--- src/rtl/laser_point_host_if.sv ---
// Bundle of configuration, engine-stream and result signals between the point host and its environment.
interface laser_point_host_if;
  logic       cfg_we;
  logic [5:0] cfg_addr;
  logic [3:0] cfg_x;
  logic [3:0] cfg_y;
  logic       start;
  logic       busy;
  logic [3:0] x;
  logic [3:0] y;
  logic [3:0] c1x;
  logic [3:0] c1y;
  logic [3:0] c2x;
  logic [3:0] c2y;
  logic       done;
  logic       res_valid;
  logic [5:0] res_cover;
  logic [3:0] res_c1x;
  logic [3:0] res_c1y;
  logic [3:0] res_c2x;
  logic [3:0] res_c2y;
  logic       res_timeout;

  modport slave (
    input  cfg_we, cfg_addr, cfg_x, cfg_y, start, c1x, c1y, c2x, c2y, done,
    output busy, x, y, res_valid, res_cover, res_c1x, res_c1y, res_c2x, res_c2y, res_timeout
  );

  modport master (
    output cfg_we, cfg_addr, cfg_x, cfg_y, start, c1x, c1y, c2x, c2y, done,
    input  busy, x, y, res_valid, res_cover, res_c1x, res_c1y, res_c2x, res_c2y, res_timeout
  );
endinterface

--- src/rtl/laser_point_host.sv ---
// Host for the two-circle laser engine: streams a 40-point table, captures the
// returned centres and scores how many points fall within radius 4 of either.
module laser_point_host #(
  parameter int unsigned TIMEOUT = 20000
) (
  input logic               clk,
  input logic               rst_n,
  laser_point_host_if.slave bus
);

  localparam int unsigned NPTS      = 40;
  localparam int unsigned RADIUS_SQ = 16;
  localparam int unsigned IDX_W     = 6;
  localparam int unsigned CRD_W     = 4;
  localparam int unsigned PT_W      = 2 * CRD_W;
  localparam int unsigned D2_W      = 9;
  localparam int unsigned WCNT_W    = 16;
  localparam int unsigned COV_W     = 6;

  localparam logic [2:0] S_IDLE   = 3'd0;
  localparam logic [2:0] S_STREAM = 3'd1;
  localparam logic [2:0] S_WAIT   = 3'd2;
  localparam logic [2:0] S_SCORE  = 3'd3;
  localparam logic [2:0] S_REPORT = 3'd4;

  localparam logic [IDX_W-1:0] LAST_IDX = IDX_W'(NPTS - 1);

  logic [PT_W-1:0]   r_tab [NPTS];
  logic [2:0]        r_state, w_state_nxt;
  logic [IDX_W-1:0]  r_idx, w_idx_nxt;
  logic [WCNT_W-1:0] r_wcnt, w_wcnt_nxt;
  logic [CRD_W-1:0]  r_x, w_x_nxt, r_y, w_y_nxt;
  logic              r_busy, w_busy_nxt;
  logic              r_valid, w_valid_nxt;
  logic              r_tmo, w_tmo_nxt;
  logic [COV_W-1:0]  r_cover, w_cover_nxt;
  logic [CRD_W-1:0]  r_c1x, r_c1y, r_c2x, r_c2y;
  logic [CRD_W-1:0]  w_c1x_nxt, w_c1y_nxt, w_c2x_nxt, w_c2y_nxt;

  logic [IDX_W-1:0]  w_nidx;
  logic [PT_W-1:0]   w_pt_next, w_pt_cur;
  logic              w_hit;

  // |dx|^2 + |dy|^2; the magnitude of the signed 5-bit difference fits in 4 bits
  function automatic logic [D2_W-1:0] dist_sq(input logic [CRD_W-1:0] px, py, cx, cy);
    logic [CRD_W-1:0]   adx, ady;
    logic [2*CRD_W-1:0] sx, sy;
    adx = (px >= cx) ? px - cx : cx - px;
    ady = (py >= cy) ? py - cy : cy - py;
    sx  = {{CRD_W{1'b0}}, adx} * {{CRD_W{1'b0}}, adx};
    sy  = {{CRD_W{1'b0}}, ady} * {{CRD_W{1'b0}}, ady};
    return {1'b0, sx} + {1'b0, sy};
  endfunction

  // Point table: writable only while idle, out-of-range addresses dropped
  always_ff @(posedge clk or negedge rst_n) begin
    if (!rst_n) begin
      for (int i = 0; i < int'(NPTS); i++) r_tab[i] <= '0;
    end else if (r_state == S_IDLE && bus.cfg_we && bus.cfg_addr < IDX_W'(NPTS)) begin
      r_tab[bus.cfg_addr] <= {bus.cfg_x, bus.cfg_y};
    end
  end

  // Look-ahead read feeds the registered X/Y so point i appears in STREAM cycle i+1
  assign w_nidx    = (r_state == S_STREAM && r_idx != LAST_IDX) ? r_idx + IDX_W'(1) : '0;
  assign w_pt_next = r_tab[w_nidx];
  assign w_pt_cur  = r_tab[r_idx];

  assign w_hit = (dist_sq(w_pt_cur[PT_W-1:CRD_W], w_pt_cur[CRD_W-1:0], r_c1x, r_c1y) <= D2_W'(RADIUS_SQ)) ||
                 (dist_sq(w_pt_cur[PT_W-1:CRD_W], w_pt_cur[CRD_W-1:0], r_c2x, r_c2y) <= D2_W'(RADIUS_SQ));

  always_comb begin
    w_state_nxt = r_state;
    w_idx_nxt   = r_idx;
    w_wcnt_nxt  = r_wcnt;
    w_x_nxt     = '0;
    w_y_nxt     = '0;
    w_busy_nxt  = 1'b1;
    w_valid_nxt = 1'b0;
    w_tmo_nxt   = r_tmo;
    w_cover_nxt = r_cover;
    w_c1x_nxt   = r_c1x;
    w_c1y_nxt   = r_c1y;
    w_c2x_nxt   = r_c2x;
    w_c2y_nxt   = r_c2y;

    case (r_state)
      S_IDLE: begin
        w_busy_nxt = 1'b0;
        if (bus.start) begin
          w_state_nxt = S_STREAM;
          w_idx_nxt   = '0;
          w_busy_nxt  = 1'b1;
          w_cover_nxt = '0;
          w_tmo_nxt   = 1'b0;
          w_x_nxt     = w_pt_next[PT_W-1:CRD_W];
          w_y_nxt     = w_pt_next[CRD_W-1:0];
        end
      end
      S_STREAM: begin
        if (r_idx == LAST_IDX) begin
          w_state_nxt = S_WAIT;
          w_wcnt_nxt  = '0;
        end else begin
          w_idx_nxt = r_idx + IDX_W'(1);
          w_x_nxt   = w_pt_next[PT_W-1:CRD_W];
          w_y_nxt   = w_pt_next[CRD_W-1:0];
        end
      end
      S_WAIT: begin
        if (bus.done) begin
          w_state_nxt = S_SCORE;
          w_idx_nxt   = '0;
          w_c1x_nxt   = bus.c1x;
          w_c1y_nxt   = bus.c1y;
          w_c2x_nxt   = bus.c2x;
          w_c2y_nxt   = bus.c2y;
        end else if (r_wcnt == WCNT_W'(TIMEOUT)) begin
          w_state_nxt = S_REPORT;
          w_tmo_nxt   = 1'b1;
          w_valid_nxt = 1'b1;
        end else begin
          w_wcnt_nxt = r_wcnt + WCNT_W'(1);
        end
      end
      S_SCORE: begin
        w_cover_nxt = r_cover + COV_W'(w_hit);
        if (r_idx == LAST_IDX) begin
          w_state_nxt = S_REPORT;
          w_valid_nxt = 1'b1;
        end else begin
          w_idx_nxt = r_idx + IDX_W'(1);
        end
      end
      S_REPORT: begin
        w_state_nxt = S_IDLE;
        w_busy_nxt  = 1'b0;
      end
      default: begin
        w_state_nxt = S_IDLE;
        w_busy_nxt  = 1'b0;
      end
    endcase
  end

  always_ff @(posedge clk or negedge rst_n) begin
    if (!rst_n) begin
      r_state <= S_IDLE;
      r_idx   <= '0;
      r_wcnt  <= '0;
      r_x     <= '0;
      r_y     <= '0;
      r_busy  <= 1'b0;
      r_valid <= 1'b0;
      r_tmo   <= 1'b0;
      r_cover <= '0;
      r_c1x   <= '0;
      r_c1y   <= '0;
      r_c2x   <= '0;
      r_c2y   <= '0;
    end else begin
      r_state <= w_state_nxt;
      r_idx   <= w_idx_nxt;
      r_wcnt  <= w_wcnt_nxt;
      r_x     <= w_x_nxt;
      r_y     <= w_y_nxt;
      r_busy  <= w_busy_nxt;
      r_valid <= w_valid_nxt;
      r_tmo   <= w_tmo_nxt;
      r_cover <= w_cover_nxt;
      r_c1x   <= w_c1x_nxt;
      r_c1y   <= w_c1y_nxt;
      r_c2x   <= w_c2x_nxt;
      r_c2y   <= w_c2y_nxt;
    end
  end

  assign bus.busy        = r_busy;
  assign bus.x           = r_x;
  assign bus.y           = r_y;
  assign bus.res_valid   = r_valid;
  assign bus.res_cover   = r_cover;
  assign bus.res_c1x     = r_c1x;
  assign bus.res_c1y     = r_c1y;
  assign bus.res_c2x     = r_c2x;
  assign bus.res_c2y     = r_c2y;
  assign bus.res_timeout = r_tmo;

endmodule

--- src/flat_wrapper.sv ---
// flat-port wrapper written by rule: the top's interface ports become plain ports
module laser_point_host_flat 
#(
  parameter int unsigned TIMEOUT = 20000
)
  (clk, rst_n, bus_cfg_we, bus_cfg_addr, bus_cfg_x, bus_cfg_y, bus_start, bus_c1x, bus_c1y, bus_c2x, bus_c2y, bus_done, bus_busy, bus_x, bus_y, bus_res_valid, bus_res_cover, bus_res_c1x, bus_res_c1y, bus_res_c2x, bus_res_c2y, bus_res_timeout);
  laser_point_host_if bus_i ();
  input logic clk;
  input logic rst_n;
  input wire logic [$bits(bus_i.cfg_we)-1:0] bus_cfg_we;
  input wire logic [$bits(bus_i.cfg_addr)-1:0] bus_cfg_addr;
  input wire logic [$bits(bus_i.cfg_x)-1:0] bus_cfg_x;
  input wire logic [$bits(bus_i.cfg_y)-1:0] bus_cfg_y;
  input wire logic [$bits(bus_i.start)-1:0] bus_start;
  input wire logic [$bits(bus_i.c1x)-1:0] bus_c1x;
  input wire logic [$bits(bus_i.c1y)-1:0] bus_c1y;
  input wire logic [$bits(bus_i.c2x)-1:0] bus_c2x;
  input wire logic [$bits(bus_i.c2y)-1:0] bus_c2y;
  input wire logic [$bits(bus_i.done)-1:0] bus_done;
  output wire logic [$bits(bus_i.busy)-1:0] bus_busy;
  output wire logic [$bits(bus_i.x)-1:0] bus_x;
  output wire logic [$bits(bus_i.y)-1:0] bus_y;
  output wire logic [$bits(bus_i.res_valid)-1:0] bus_res_valid;
  output wire logic [$bits(bus_i.res_cover)-1:0] bus_res_cover;
  output wire logic [$bits(bus_i.res_c1x)-1:0] bus_res_c1x;
  output wire logic [$bits(bus_i.res_c1y)-1:0] bus_res_c1y;
  output wire logic [$bits(bus_i.res_c2x)-1:0] bus_res_c2x;
  output wire logic [$bits(bus_i.res_c2y)-1:0] bus_res_c2y;
  output wire logic [$bits(bus_i.res_timeout)-1:0] bus_res_timeout;
  assign bus_i.cfg_we = bus_cfg_we;
  assign bus_i.cfg_addr = bus_cfg_addr;
  assign bus_i.cfg_x = bus_cfg_x;
  assign bus_i.cfg_y = bus_cfg_y;
  assign bus_i.start = bus_start;
  assign bus_i.c1x = bus_c1x;
  assign bus_i.c1y = bus_c1y;
  assign bus_i.c2x = bus_c2x;
  assign bus_i.c2y = bus_c2y;
  assign bus_i.done = bus_done;
  assign bus_busy = bus_i.busy;
  assign bus_x = bus_i.x;
  assign bus_y = bus_i.y;
  assign bus_res_valid = bus_i.res_valid;
  assign bus_res_cover = bus_i.res_cover;
  assign bus_res_c1x = bus_i.res_c1x;
  assign bus_res_c1y = bus_i.res_c1y;
  assign bus_res_c2x = bus_i.res_c2x;
  assign bus_res_c2y = bus_i.res_c2y;
  assign bus_res_timeout = bus_i.res_timeout;
  laser_point_host #(.TIMEOUT(TIMEOUT)) u_core (.clk(clk), .rst_n(rst_n), .bus(bus_i));
endmodule
--- config.mk ---
export PLATFORM = sky130hd
export DESIGN_NAME = laser_point_host_flat
export DESIGN_NICKNAME = d
export VERILOG_FILES = /design/src/rtl/laser_point_host_if.sv /design/src/rtl/laser_point_host.sv /design/src/flat_wrapper.sv
export SDC_FILE = /design/constraint.sdc
export NUM_CORES = 1
export LEC_CHECK = 0
export CAP_MARGIN = 20
export CORE_ASPECT_RATIO = 1.1
export CORE_MARGIN = 8
export CORE_UTILIZATION = 40
export DETAILED_ROUTE_END_ITERATION = 8
export GPL_TIMING_DRIVEN = 1
export HOLD_SLACK_MARGIN = 0.1
export MAX_ROUTING_LAYER = met4
export PLACE_DENSITY = 0.64
export SYNTH_ARGS = -nofsm -noshare
export SYNTH_HDL_FRONTEND = slang
export SYNTH_SLANG_ARGS = --single-unit
--- constraint.sdc ---
create_clock -name clk -period 18 [get_ports clk]
set_clock_uncertainty 0.2 [all_clocks]
set_input_delay 3.6 -clock clk [delete_from_list [all_inputs] [get_ports clk]]
set_output_delay 3.6 -clock clk [all_outputs]
set_load 0.1 [all_outputs]
After elaboration in Yosys (flattened, before gate mapping)
Cells that the tools add are included.

Bits in registers: 378. Output and inout port bits: 33. Word-level logic and storage cells: 162. Input port bits: 35.

Eq/ne operators: 15. Add/sub/neg operators: 13. Reductions and logical operators: 18. $mul: 4. Mux-type cells: 45. Order comparisons: 11. Bitwise logic cells: 3.

Operators by type and width (count): bitwise mux 320 bit (1); binary-select mux 8 bit (select 6 bit) (2); demux 8 bit (select 6 bit) (1); two-way mux 16 bit (3); two-way mux 8 bit (5); multiplier 4 x 4 -> 8 bit (4); two-way mux 4 bit (8); one-hot mux 16 bit (2 select lines) (1); subtractor 4 bit (8); two-way mux 6 bit (4); >= comparator 7 bit, second input constant (3); inverter 6 -> 7 bit (3); adder 8 x 8 -> 9 bit (2); <= comparator 9 x 5 -> 1 bit, second input constant (2); one-hot mux 6 bit (3 select lines) (1); adder 16 x 1 -> 16 bit, second input constant (1); == test 16 x 15 -> 1 bit, second input constant (1); >= comparator 4 bit (4); one-hot mux 4 bit (2 select lines) (2); AND reduction 4 bit (4); two-way mux 3 bit (5); != test 2 bit, second input constant (6); one-hot mux 3 bit (4 select lines) (1); one-hot mux 6 bit (2 select lines) (1); 20 further kinds (36).

Logic depth before layout (Yosys ltp)
Gate-level depths: netlist (run 1).

Depth after elaboration: 12. Gate-level depth with buffers: 38. Depth with buffers taken out: 36.

Worst setup path before layout (run 1)
Ideal clock, no wire load.

Path type: reg-to-reg. Start point: register u_core.r_idx[0]. End point: register u_core.r_cover[5] (netlist: u_core.bus.res_cover[5]). Path slack: 9642 ps. Arrival time: 7994 ps. Library setup time: 164 ps. Cell stages (with the launch flop): 30. Cell sequence: dfrtp_1 > buf_2 > buf_1 > clkbuf_1 > mux2i_1 > o221ai_1 > nor2_1 > o41ai_1 > ha_1 > a21o_1 > a21o_1 > a21oi_1 > mux2i_1 > xnor2_1 > or2_2 > fa_1 > fa_1 > fa_1 > inv_1 > fa_1 > ha_1 > inv_1 > fa_1 > a31oi_1 > o41ai_1 > ha_1 > and4_1 > nand3_1 > nand3_1 > o21ai_0.

Longest elaborated chain between the ends: 12.

RTL lines: start: declaration (RTL line laser_point_host.sv:30) `logic [IDX_W-1:0] r_idx, w_idx_nxt;`; start signal: assignment (RTL line laser_point_host.sv:163) `r_idx <= w_idx_nxt;`; inverter 6 -> 7 bit (implied by the code) (*) (RTL line laser_point_host.sv:67) `assign w_pt_cur = r_tab[r_idx];`; binary-select mux 8 bit (select 6 bit) (*) (RTL line laser_point_host.sv:67); two-way mux 8 bit (implied by the code) (*) (2 in a row) (RTL line laser_point_host.sv:67); subtractor 4 bit, or another cell as far along (RTL line laser_point_host.sv:48) `adx = (px >= cx) ? px - cx : cx - px;`; two-way mux 4 bit (on tied branches) (RTL line laser_point_host.sv:48, laser_point_host.sv:49); multiplier 4 x 4 -> 8 bit (on tied branches) (RTL line laser_point_host.sv:50, laser_point_host.sv:51); adder 8 x 8 -> 9 bit (RTL line laser_point_host.sv:52) `return {1'b0, sx} + {1'b0, sy};`; <= comparator 9 x 5 -> 1 bit (on tied branches) (RTL line laser_point_host.sv:69, laser_point_host.sv:70); logical OR 1 bit (*) (RTL line laser_point_host.sv:69) `assign w_hit = (dist_sq(w_pt_cur[PT_W-1:CRD_W], w_pt_cur[CRD_W-1:0], r_c1x, r_c1y) <= D2_W'(RADIUS_SQ)) ||`; adder 6 x 1 -> 6 bit (*) (RTL line laser_point_host.sv:127) `w_cover_nxt = r_cover + COV_W'(w_hit);`; one-hot mux 6 bit (2 select lines) (*) (RTL line laser_point_host.sv:87) `case (r_state)`; end signal: assignment (RTL line laser_point_host.sv:170) `r_cover <= w_cover_nxt;`; end: declaration (RTL line laser_point_host.sv:36) `logic [COV_W-1:0] r_cover, w_cover_nxt;`.

Mark *: on every way between the ends. The rest lies on a longest branch, timed or not. The select of a mux whose other input is x is not followed. A chain may end at the register's enable or synchronous reset.

Worst setup path after layout (run 1)
Ends and elaborated chain as after synthesis.

==> summary.md, run 1 <==
| Metric | Value |
|---|---|
| 1st-pass router iterations | 6 |
| Multi-input logic area | 12200 um^2 |
| Fin. max-slew vios | 0 |
| Relative slew slack | 18.3% |
| Clock transition at path regs | 0.07 ns |
| Die Footprint | approximately 64000 um^2 |
| Global-route wire length before repair | 111000 um |
| Row count | 91 |
| CTS root buf | clkbuf_16 |
| PostCTS Resize Cnt | 0 |
| RSZ-0062 raised after global routing | no |
| Initial antenna violation count | 1 |
| Port-buffer cells | 67 |
| Mapped Nets | approximately 2100 |
| Clock sinks | 378 |
| Synth-to-layout area growth | 12.8% |
| Period utilization | 56.7% |
| Placer Congestion | 0.972 |
| DP Wirelength | 48500 um |
| Area of the mapped netlist | roughly 23000 um^2 |
| CTS max path bufs | 3 |
| Reg2reg setup slack | 7.80 ns |
| Largest area contributor in the netlist | dfrtp_1 |
| Avg WL per Cell | 26.4 um |
| Initial core utilization | between 40% and 50% |
| Critical path class | reg -> reg |
| CTS tree | done |
| N_diodes | 0 |
| Worst Reg-to-Reg Cells | 30 |
| Fin. Hold Viols | 0 |
| # fillers | between 5000 and 6000 |
| Chip width | approximately 240 um |
| Inserted Clock Buffers | 43 |
| Fmax | 0.0980 GHz |
| Worst setup endpoint | u_core.bus.res_cover[5]$_DFFE_PN0P_ |
| Async SR Flop Fraction | 100% |
| Setup TNS | 0 ns |
| Distinct cell type count after synthesis | 75 |
| Slew @ Worst Pin | 1.22 ns |
| IO Pins | 68 |
| 1st-iter DRT viols | 1766 |
| Max-Cap Viols | 0 |
| Area of the core | 55900 um^2 |
| Min Tclk post-route | slightly above 10 ns |
| CP startpoint | u_core.r_idx[0]$_DFFE_PN0P_ |
| Routed WL | 73100 um |
| Post-synth EDFFs | 0 |
| Clk_lat worst skew | 0.60 ns |
| Worst setup EP type | flop |
| Syn avg cell area | 11.3 um^2 |
| DRC Markers | 0 |
| Largest net degree at the start of global routing | 120 |
| Synth warnings | 0 |
| Cells after Synth | 1987 |
| Arrival time at the worst endpoint | 10.46 ns |
| DR vias/cell | 6.31 |
| RR Startpoint | u_core.r_idx[0]$_DFFE_PN0P_ |
| CP startpoint kind | flop |
| Setup violators final | 0 |
| Yosys top cell area share | a little over two fifths |
| Status | completed |
| Vias in the first global route | 17500 |
| Capture point of the worst reg-to-reg path | u_core.bus.res_cover[5]$_DFFE_PN0P_ |
| Slowest stage cell, crit path | dfrtp_4 |
| Critical Path RT | around 18 ns |
| Class of the worst hold path | reg -> reg |
| Post-DRT Antenna Nets | 0 |
| Main synth FF type | dfrtp_1 |
| Count leader, synth | dfrtp_1 |
| Largest fanout on the critical path | 50 |
| Sequential cell area | 9460 um^2 |
| Global Route Usage Sum | 23.0% |
| Delay of the slowest critical-path stage | around 0.95 ns |
| CTS H-Tree Depth | 2 |
| Die Y | between 200 and 300 um |
| Post-synthesis sequential area ratio | 42.0% |
| Main area contributors after synthesis | dfrtp_1 (42%), mux2_2 (16%), mux4_2 (5.6%), mux2i_1 (4.3%), ha_1 (3.7%) |
| Synthesized flop and latch total | 378 |
| Vias after detailed routing | 17500 |
| Layout cell share with drive strength beyond 1 | between 20% and 30% |
| Grt ovf | 0 |
| Setup Fix Bufs, Post-CTS | 0 |
| Most used cell, CP | fa_1 |
| Hold buffer count at CTS | 0 |
| Net count reported at finish | 2124 |
| Post-synth top cells | dfrtp_1 (378), mux2_2 (323), nand2_1 (177) |
## flip-flops by register name, summed over array words and instances (netlist names), 6 cells and up
name and count:
u_core.bus.res_cover 6, u_core.r_idx 6, u_core.r_wcnt 16, u_core.r_tab 320
## through the flow
stage	util [%]	worst slack (ns)	hold WS (ns)	cells	cell area, um^2
floorplan	-	9.64	0.289	1987	22500
global placement	42.7	7.99	0.279	2690	23900
detailed placement	42.7	7.85	0.291	2691	23900
CTS	45.4	7.82	0.304	2770	25400
global route	45.4	7.33	0.330	2770	25400
finish	45.4	7.80	0.300	2770	25400
## worst max-delay path, delay by kind of cell, from the launching register on
kind,cells,cell delay (ns)
xor gates and xnor gates,1,0.14
DFF,1,0.95
muxes,2,0.87
buffers and inverters,4,0.98
and+or+nand+nor,4,0.74
adders and majority gates,9,3.55
AOI/OAI and AO/OA,10,2.56
## worst min path at each step
| stage | start | end | slack (ns) | depth (start not counted) |
|---|---|---|---|---|
| after floorplan | u_core.r_tab[31]$_DFFE_PN0P_ | u_core.r_tab[31]$_DFFE_PN0P_ | 0.29 | 1 |
| after global placement | u_core.bus.res_timeout$_DFFE_PN0P_ | u_core.bus.res_timeout$_DFFE_PN0P_ | 0.28 | 1 |
| after detailed placement | u_core.bus.res_timeout$_DFFE_PN0P_ | u_core.bus.res_timeout$_DFFE_PN0P_ | 0.29 | 1 |
| after CTS | u_core.bus.res_timeout$_DFFE_PN0P_ | u_core.bus.res_timeout$_DFFE_PN0P_ | 0.30 | 1 |
| after global routing | u_core.bus.res_timeout$_DFFE_PN0P_ | u_core.bus.res_timeout$_DFFE_PN0P_ | 0.33 | 1 |
| final | u_core.bus.res_timeout$_DFFE_PN0P_ | u_core.bus.res_timeout$_DFFE_PN0P_ | 0.30 | 1 |
## kinds of logic (layout without fill, tap and decap cells)
family	Yosys count	count (layout)	share of synthesized area (%)
adder cells (fa/ha/maj)	97	97	6.39
AO/OA/AOI/OAI	352	352	11.6
flip-flops	378	378	42.0
AND/OR/NAND/NOR	437	437	9.01
XOR/XNOR	28	28	1.09
multiplexers	475	475	26.0
buffers and inverters	220	259	3.88
## layout by cell type (no fill, tap or decap), types with 35 or more instances in the layout
master / netlist / routed
nor2_1: 101 / 100
clkbuf_16: 0 / 43
nand2_1: 177 / 176
mux2i_1: 96 / 96
o221ai_1: 35 / 35
a221oi_1: 73 / 73
a21oi_1: 36 / 36
ha_1: 67 / 67
buf_4: 2 / 38
inv_1: 73 / 72
mux2_2: 323 / 323
o21ai_0: 48 / 48
dfrtp_1: 378 / 376
clkdlybuf4s50_1: 0 / 66
nand3_1: 46 / 46
mux4_2: 56 / 56
## layout make-up
cell class,instances,area share [%]
Multi-Input combinational cell,1389,48.2
Sequential cell,378,37.3
Clock buffer,51,4.56
Timing Repair Buffer,106,3.81
Tap cell,744,3.67
Clock inverter,28,1.36
Inverter,74,1.09
## metal layers
metal / track usage (%) / vias to the layer above / wire length (um)
met5: - / - / 0
met4: 10.2 / 0 / 3620
met3: 4.66 / 214 / 6670
met2: 34.3 / 973 / 32400
met1: 30.1 / 8883 / 30400
li1: - / 7403 / -
Power of run 1 is left out: the tool's default activity adds up to more than one toggle a clock period on the data nets, which glitch-free logic cannot reach.
==> inputs of run 2 (changes only) <==
--- a/config.mk
+++ b/config.mk
@@ -13,7 +13,7 @@
 export GPL_TIMING_DRIVEN = 1
 export HOLD_SLACK_MARGIN = 0.1
 export MAX_ROUTING_LAYER = met4
-export PLACE_DENSITY = 0.64
+export PLACE_DENSITY = 0.66
 export SYNTH_ARGS = -nofsm -noshare
 export SYNTH_HDL_FRONTEND = slang
 export SYNTH_SLANG_ARGS = --single-unit
==> constraint.sdc (replaced) <==
create_clock -name clk -period 8.5 [get_ports clk]
set_clock_uncertainty 0.2 [all_clocks]
set_input_delay 1.7 -clock clk [delete_from_list [all_inputs] [get_ports clk]]
set_output_delay 1.7 -clock clk [all_outputs]
set_load 0.1 [all_outputs]
==> run 2 against run 1 <==
Effect of this change:
- critical path type unchanged
- clock-buffer cell count rose by 8
- critical endpoint unchanged
- sequential share of layout area decreased by 1.4 points
- sequential cell count is the same
==> summary.md, run 2 (synthesized netlist as in run 1, its figures left out) <==
| Metric | Value |
|---|---|
| Worst Reg-to-Reg Cells | 33 |
| Period utilization | 96.5% |
| Post-DRT Antenna Nets | 0 |
| Fin. max-slew vios | 0 |
| Commonest non-fill, non-tap cell in the layout | dfrtp_1 |
| CTS H-Tree Depth | 2 |
| Min-Delay Endpoint | u_core.bus.res_cover[5]$_DFFE_PN0P_ |
| Initial core utilization | 40.2% |
| Status | completed |
| IO Pins | between 60 and 70 |
| Row count | 91 |
| Area of the core | 55900 um^2 |
| Capture point of the worst reg-to-reg path | u_core.bus.res_cover[5]$_DFFE_PN0P_ |
| Slew @ Worst Pin | 1.17 ns |
| Grt ovf | 0 |
| Layout cell share with drive strength beyond 1 | 30.6% |
| Placed Area | 24400 um^2 |
| Fin. Hold Viols | 0 |
| Most used cell, CP | buf_4 |
| DRC Markers | 0 |
| Class of the worst hold path | reg -> reg |
| Avg WL per Cell | 26.0 um |
| Slowest stage cell, crit path | fa_2 |
| 1st-iter DRT viols | 1898 |
| Arrival time at the worst endpoint | 8.46 ns |
| Clock transition at path regs | about 0.06 ns |
| RR Startpoint | u_core.r_idx[0]$_DFFE_PN0P_ |
| Max-Cap Viols | 0 |
| Final Util | 47.1% |
| Largest net degree at the start of global routing | 171 |
| Crit path buf inv count | 8 |
| CP startpoint kind | flop |
| Min-delay src | u_core.bus.res_cover[5]$_DFFE_PN0P_ |
| DP Wirelength | 49800 um |
| Chip width | 242 um |
| Min Tclk post-route | 8.20 ns |
| Clk_lat worst skew | 0.58 ns |
| Die Footprint | 64100 um^2 |
| Design area | 26300 um^2 |
| Die Y | 265 um |
| Worst setup EP type | flop |
| Relative slew slack | 21.9% |
| Biggest register | u_core.r_tab |
| Critical Path RT | 8.75 ns |
| Initial antenna violation count | 1 |
| Global Route Usage Sum | 23.0% |
| # fillers | between 5000 and 6000 |
| Vias in the first global route | 17800 |
| Fmax | 0.122 GHz |
| Reg2reg setup slack | 0.30 ns |
| 1st-pass router iterations | 6 |
| Setup violators final | 0 |
| Clock sinks | 378 |
| Routed WL | 73900 um |
| CTS max path bufs | 3 |
| Delay of the slowest critical-path stage | about 0.59 ns |
| CTS tree | done |
| Most frequent cells in the layout | dfrtp_1 (376), mux2_2 (323), nand2_1 (175) |
| Top delay family on crit path | adder cells |
| Placer Congestion | 1.01 |
| Top flop regs | u_core.r_tab: 320 flops, u_core.r_wcnt: 16 flops |
| Vias after detailed routing | 17600 |
| Net count reported at finish | 2200 |
| Synth-to-layout area growth | 17.1% |
| Setup TNS | 0 ns |
| Largest register FFs | between 300 and 400 |
| DR vias/cell | 6.20 |
| WHS Path Cells | 1 |
| Inserted Clock Buffers | 43 |
| CTS root buf | clkbuf_16 |
| Largest fanout on the critical path | 6 |
| Global-route wire length before repair | between 100000 and 150000 um |
| Critical path class | reg -> reg |
| Port-buffer cells | 67 |
-- run 2: timing repair --
action	in CTS	in global routing
endpoints found under the setup margin	2	6
hold buffers	0	0
setup buffers	0	13
cloned	1	2
gates resized for setup	6	59
pin swaps	1	33
-- run 2: how the worst max path moves through the flow --
stage | to | depth (start not counted) | start
final | u_core.bus.res_cover[5]$_DFFE_PN0P_ | 33 | u_core.r_idx[0]$_DFFE_PN0P_
after global routing | u_core.bus.res_cover[5]$_DFFE_PN0P_ | 36 | u_core.r_idx[0]$_DFFE_PN0P_
after CTS | u_core.bus.res_cover[5]$_DFFE_PN0P_ | 32 | u_core.r_idx[0]$_DFFE_PN0P_
after detailed placement | u_core.bus.res_cover[5]$_DFFE_PN0P_ | 32 | u_core.r_idx[0]$_DFFE_PN0P_
after global placement | u_core.bus.res_cover[5]$_DFFE_PN0P_ | 32 | u_core.r_idx[0]$_DFFE_PN0P_
after floorplan | u_core.bus.res_cover[5]$_DFFE_PN0P_ | 29 | u_core.r_idx[0]$_DFFE_PN0P_
-- run 2: worst reg2reg max path, delay by kind of cell (launching register included) --
kind | cells | cell delay (ns)
DFF | 1 | 0.55
muxes | 3 | 1.08
buffers and inverters | 8 | 1.03
xor gates and xnor gates | 1 | 0.11
AOI/OAI and AO/OA | 9 | 1.57
and+or+nand+nor | 5 | 0.66
adders and majority gates | 7 | 2.85
-- run 2: through the flow --
stage          std cells  setup slack [ns]  hold WS, ns
3_5_place_dp        2749           -0.0178        0.286
6_report            2846             0.298        0.290
3_3_place_gp        2748             0.123        0.275
2_1_floorplan       1987             0.142        0.289
5_1_grt             2845           -0.0223        0.313
4_1_cts             2828           0.00249        0.299
-- run 2: area by class of cell --
cell class | instances | area (um^2) | area share (%)
timing repair buffer | 182 | 1720 | 6.53
tap | 744 | 931 | 3.53
multi-input combinational | 1389 | 12400 | 47.3
inverter | 74 | 278 | 1.05
clock inverter | 19 | 269 | 1.02
antenna | 1 | 2.50 | 0.00950
sequential | 378 | 9460 | 35.9
clock buffer | 59 | 1230 | 4.66
-- run 2: per-layer routing --
layer | vias to the layer above | share of wire (%) | global-route usage, %
met2 | 952 | 46 | 35.2
met4 | 0 | 4.6 | 9.60
met1 | 8923 | 40 | 29.6
met5 | - | 0 | -
met3 | 213 | 9.0 | 4.72
li1 | 7559 | - | -
Power of run 2 is left out for the same reason.
==> inputs of run 3 (changes only) <==
--- a/config.mk
+++ b/config.mk
@@ -14,6 +14,7 @@
 export HOLD_SLACK_MARGIN = 0.1
 export MAX_ROUTING_LAYER = met4
 export PLACE_DENSITY = 0.66
+export SKIP_CTS_REPAIR_TIMING = 1
 export SYNTH_ARGS = -nofsm -noshare
 export SYNTH_HDL_FRONTEND = slang
 export SYNTH_SLANG_ARGS = --single-unit
==> run 3 against run 2 <==
Effect of this change:
- fmax down 0.26%
- setup slack worse by 0.022 ns
- worst hold slack better by 0.0026 ns
- routed wire length down 0.23%
- final area about the same
- clock-buffer cell count unchanged
- sequential share of layout area about the same
- sequential cell count unchanged
- core utilization about the same
- die area unchanged
==> summary.md, run 3 (synthesized netlist as in run 1, its figures left out) <==
| Metric | Value |
|---|---|
| Global-route wire length before repair | 112000 um |
| Clock transition at path regs | ~0.060 ns |
| Largest net degree at the start of global routing | ~170 |
| Net count reported at finish | 2201 |
| Place WS | -0.0178 ns |
| Status | completed |
| # fillers | 5020 |
| IO Pins | 68 |
| Arrival time at the worst endpoint | 8.47 ns |
| Synth-to-layout area growth | 17.1% |
| Avg WL per Cell | 25.9 um |
| Vias after detailed routing | about 18000 |
| Critical path class | reg -> reg |
| Commonest non-fill, non-tap cell in the layout | dfrtp_1 |
| CP startpoint kind | flop |
| Fin. max-slew vios | 0 |
| Capture point of the worst reg-to-reg path | u_core.bus.res_cover[5]$_DFFE_PN0P_ |
| Min-Delay Endpoint | u_core.bus.res_cover[5]$_DFFE_PN0P_ |
| Placed Area | 24400 um^2 |
| Most frequent cells in the layout | dfrtp_1 (376), mux2_2 (323), nand2_1 (175) |
| Max-Cap Viols | 0 |
| Initial antenna violation count | 1 |
| Min Tclk post-route | roughly 8 ns |
| N_diodes | 0 |
| Period utilization | 96.7% |
| Clk_lat worst skew | 0.59 ns |
| Die Y | roughly 260 um |
| CTS root buf | clkbuf_16 |
| Setup violators final | 0 |
| Setup TNS | 0 ns |
| Worst setup EP type | flop |
| Port-buffer cells | 67 |
| Fmax | about 0.12 GHz |
| Non-Filler Instances | 2846 |
| Delay of the slowest critical-path stage | roughly 0.56 ns |
| Chip width | roughly 240 um |
| Initial core utilization | around 40% |
| Layout cell share with drive strength beyond 1 | 30.6% |
| Most used cell, CP | buf_4 |
| Slowest stage cell, crit path | dfrtp_4 |
| Global Route Usage Sum | 22.9% |
| Worst Reg-to-Reg Cells | 32 |
| CTS tree | done |
| Inserted Clock Buffers | 43 |
| Class of the worst hold path | reg -> reg |
| Critical Path RT | 8.75 ns |
| Biggest register | u_core.r_tab |
| CTS max path bufs | 3 |
| Vias in the first global route | 17800 |
| Post-DRT Antenna Nets | 0 |
| Clock sinks | 378 |
| Row count | 91 |
| Relative slew slack | about 22% |
| Grt ovf | 0 |
| DRC Markers | 0 |
| 1st-iter DRT viols | 1866 |
| RR Startpoint | u_core.r_idx[0]$_DFFE_PN0P_ |
| DP Wirelength | about 50000 um |
| Largest register FFs | 320 |
| Min-delay src | u_core.bus.res_cover[5]$_DFFE_PN0P_ |
| Fin. Hold Viols | 0 |
| DR vias/cell | 6.23 |
| Die Footprint | about 64000 um^2 |
| Routed WL | between 70000 and 80000 um |
| 1st-pass router iterations | 6 |
| Design area | 26300 um^2 |
| Cell Count Post-Placement | 2749 |
| WHS Path Cells | 1 |
| Reg2reg setup slack | 0.28 ns |
| Top flop regs | u_core.r_tab: 320 flops, u_core.r_wcnt: 16 flops |
| Slew @ Worst Pin | 1.16 ns |
| CTS H-Tree Depth | 2 |
| Placer Congestion | 1.01 |
| Final WS setup | ~0.28 ns |
| Area of the core | 55900 um^2 |
| Largest fanout on the critical path | 6 |
[run 3: metrics by stage]
stage	hold WS, ns	util, %
floorplan	0.289	-
global placement	0.275	43.6
detailed placement	0.286	43.6
CTS	0.299	46.3
global route	0.313	47.1
finish	0.293	47.1
[run 3: final cells by class]
cell class | instances | area, um^2 | area share (%)
Sequential cell | 378 | 9460 | 35.9
Inverter | 74 | 278 | 1.05
Clock inverter | 19 | 269 | 1.02
Clock buffer | 59 | 1230 | 4.66
Tap cell | 744 | 931 | 3.53
Timing Repair Buffer | 183 | 1720 | 6.52
Multi-Input combinational cell | 1389 | 12500 | 47.3
[run 3: metal layers]
metal | share of wire (%) | track usage, % | vias to the layer above
li1 | - | - | 7556
met1 | 41 | 29.3 | 9018
met5 | 0 | - | -
met3 | 9.0 | 4.93 | 208
met2 | 46 | 35.0 | 942
met4 | 4.5 | 9.85 | 0
[run 3: worst max-delay path by stage]
stage,end,depth (start not counted),from,slack (ns)
6_report,u_core.bus.res_cover[5]$_DFFE_PN0P_,32,u_core.r_idx[0]$_DFFE_PN0P_,0.28
5_1_grt,u_core.bus.res_cover[5]$_DFFE_PN0P_,38,u_core.r_idx[0]$_DFFE_PN0P_,-0.04
4_1_cts,u_core.bus.res_cover[5]$_DFFE_PN0P_,32,u_core.r_idx[0]$_DFFE_PN0P_,-0.06
3_5_place_dp,u_core.bus.res_cover[5]$_DFFE_PN0P_,32,u_core.r_idx[0]$_DFFE_PN0P_,-0.02
3_3_place_gp,u_core.bus.res_cover[5]$_DFFE_PN0P_,32,u_core.r_idx[0]$_DFFE_PN0P_,0.12
2_1_floorplan,u_core.bus.res_cover[5]$_DFFE_PN0P_,29,u_core.r_idx[0]$_DFFE_PN0P_,0.14
[run 3: critical path: cells and delay by family (launching register included)]
kind	cells	cell delay [ns]
DFF	1	0.56
muxes	3	0.96
AOI/OAI and AO/OA	8	1.19
xor gates and xnor gates	1	0.13
buffers and inverters	7	1.00
adders and majority gates	8	3.27
and+or+nand+nor	5	0.77
Power of run 3 is left out for the same reason.
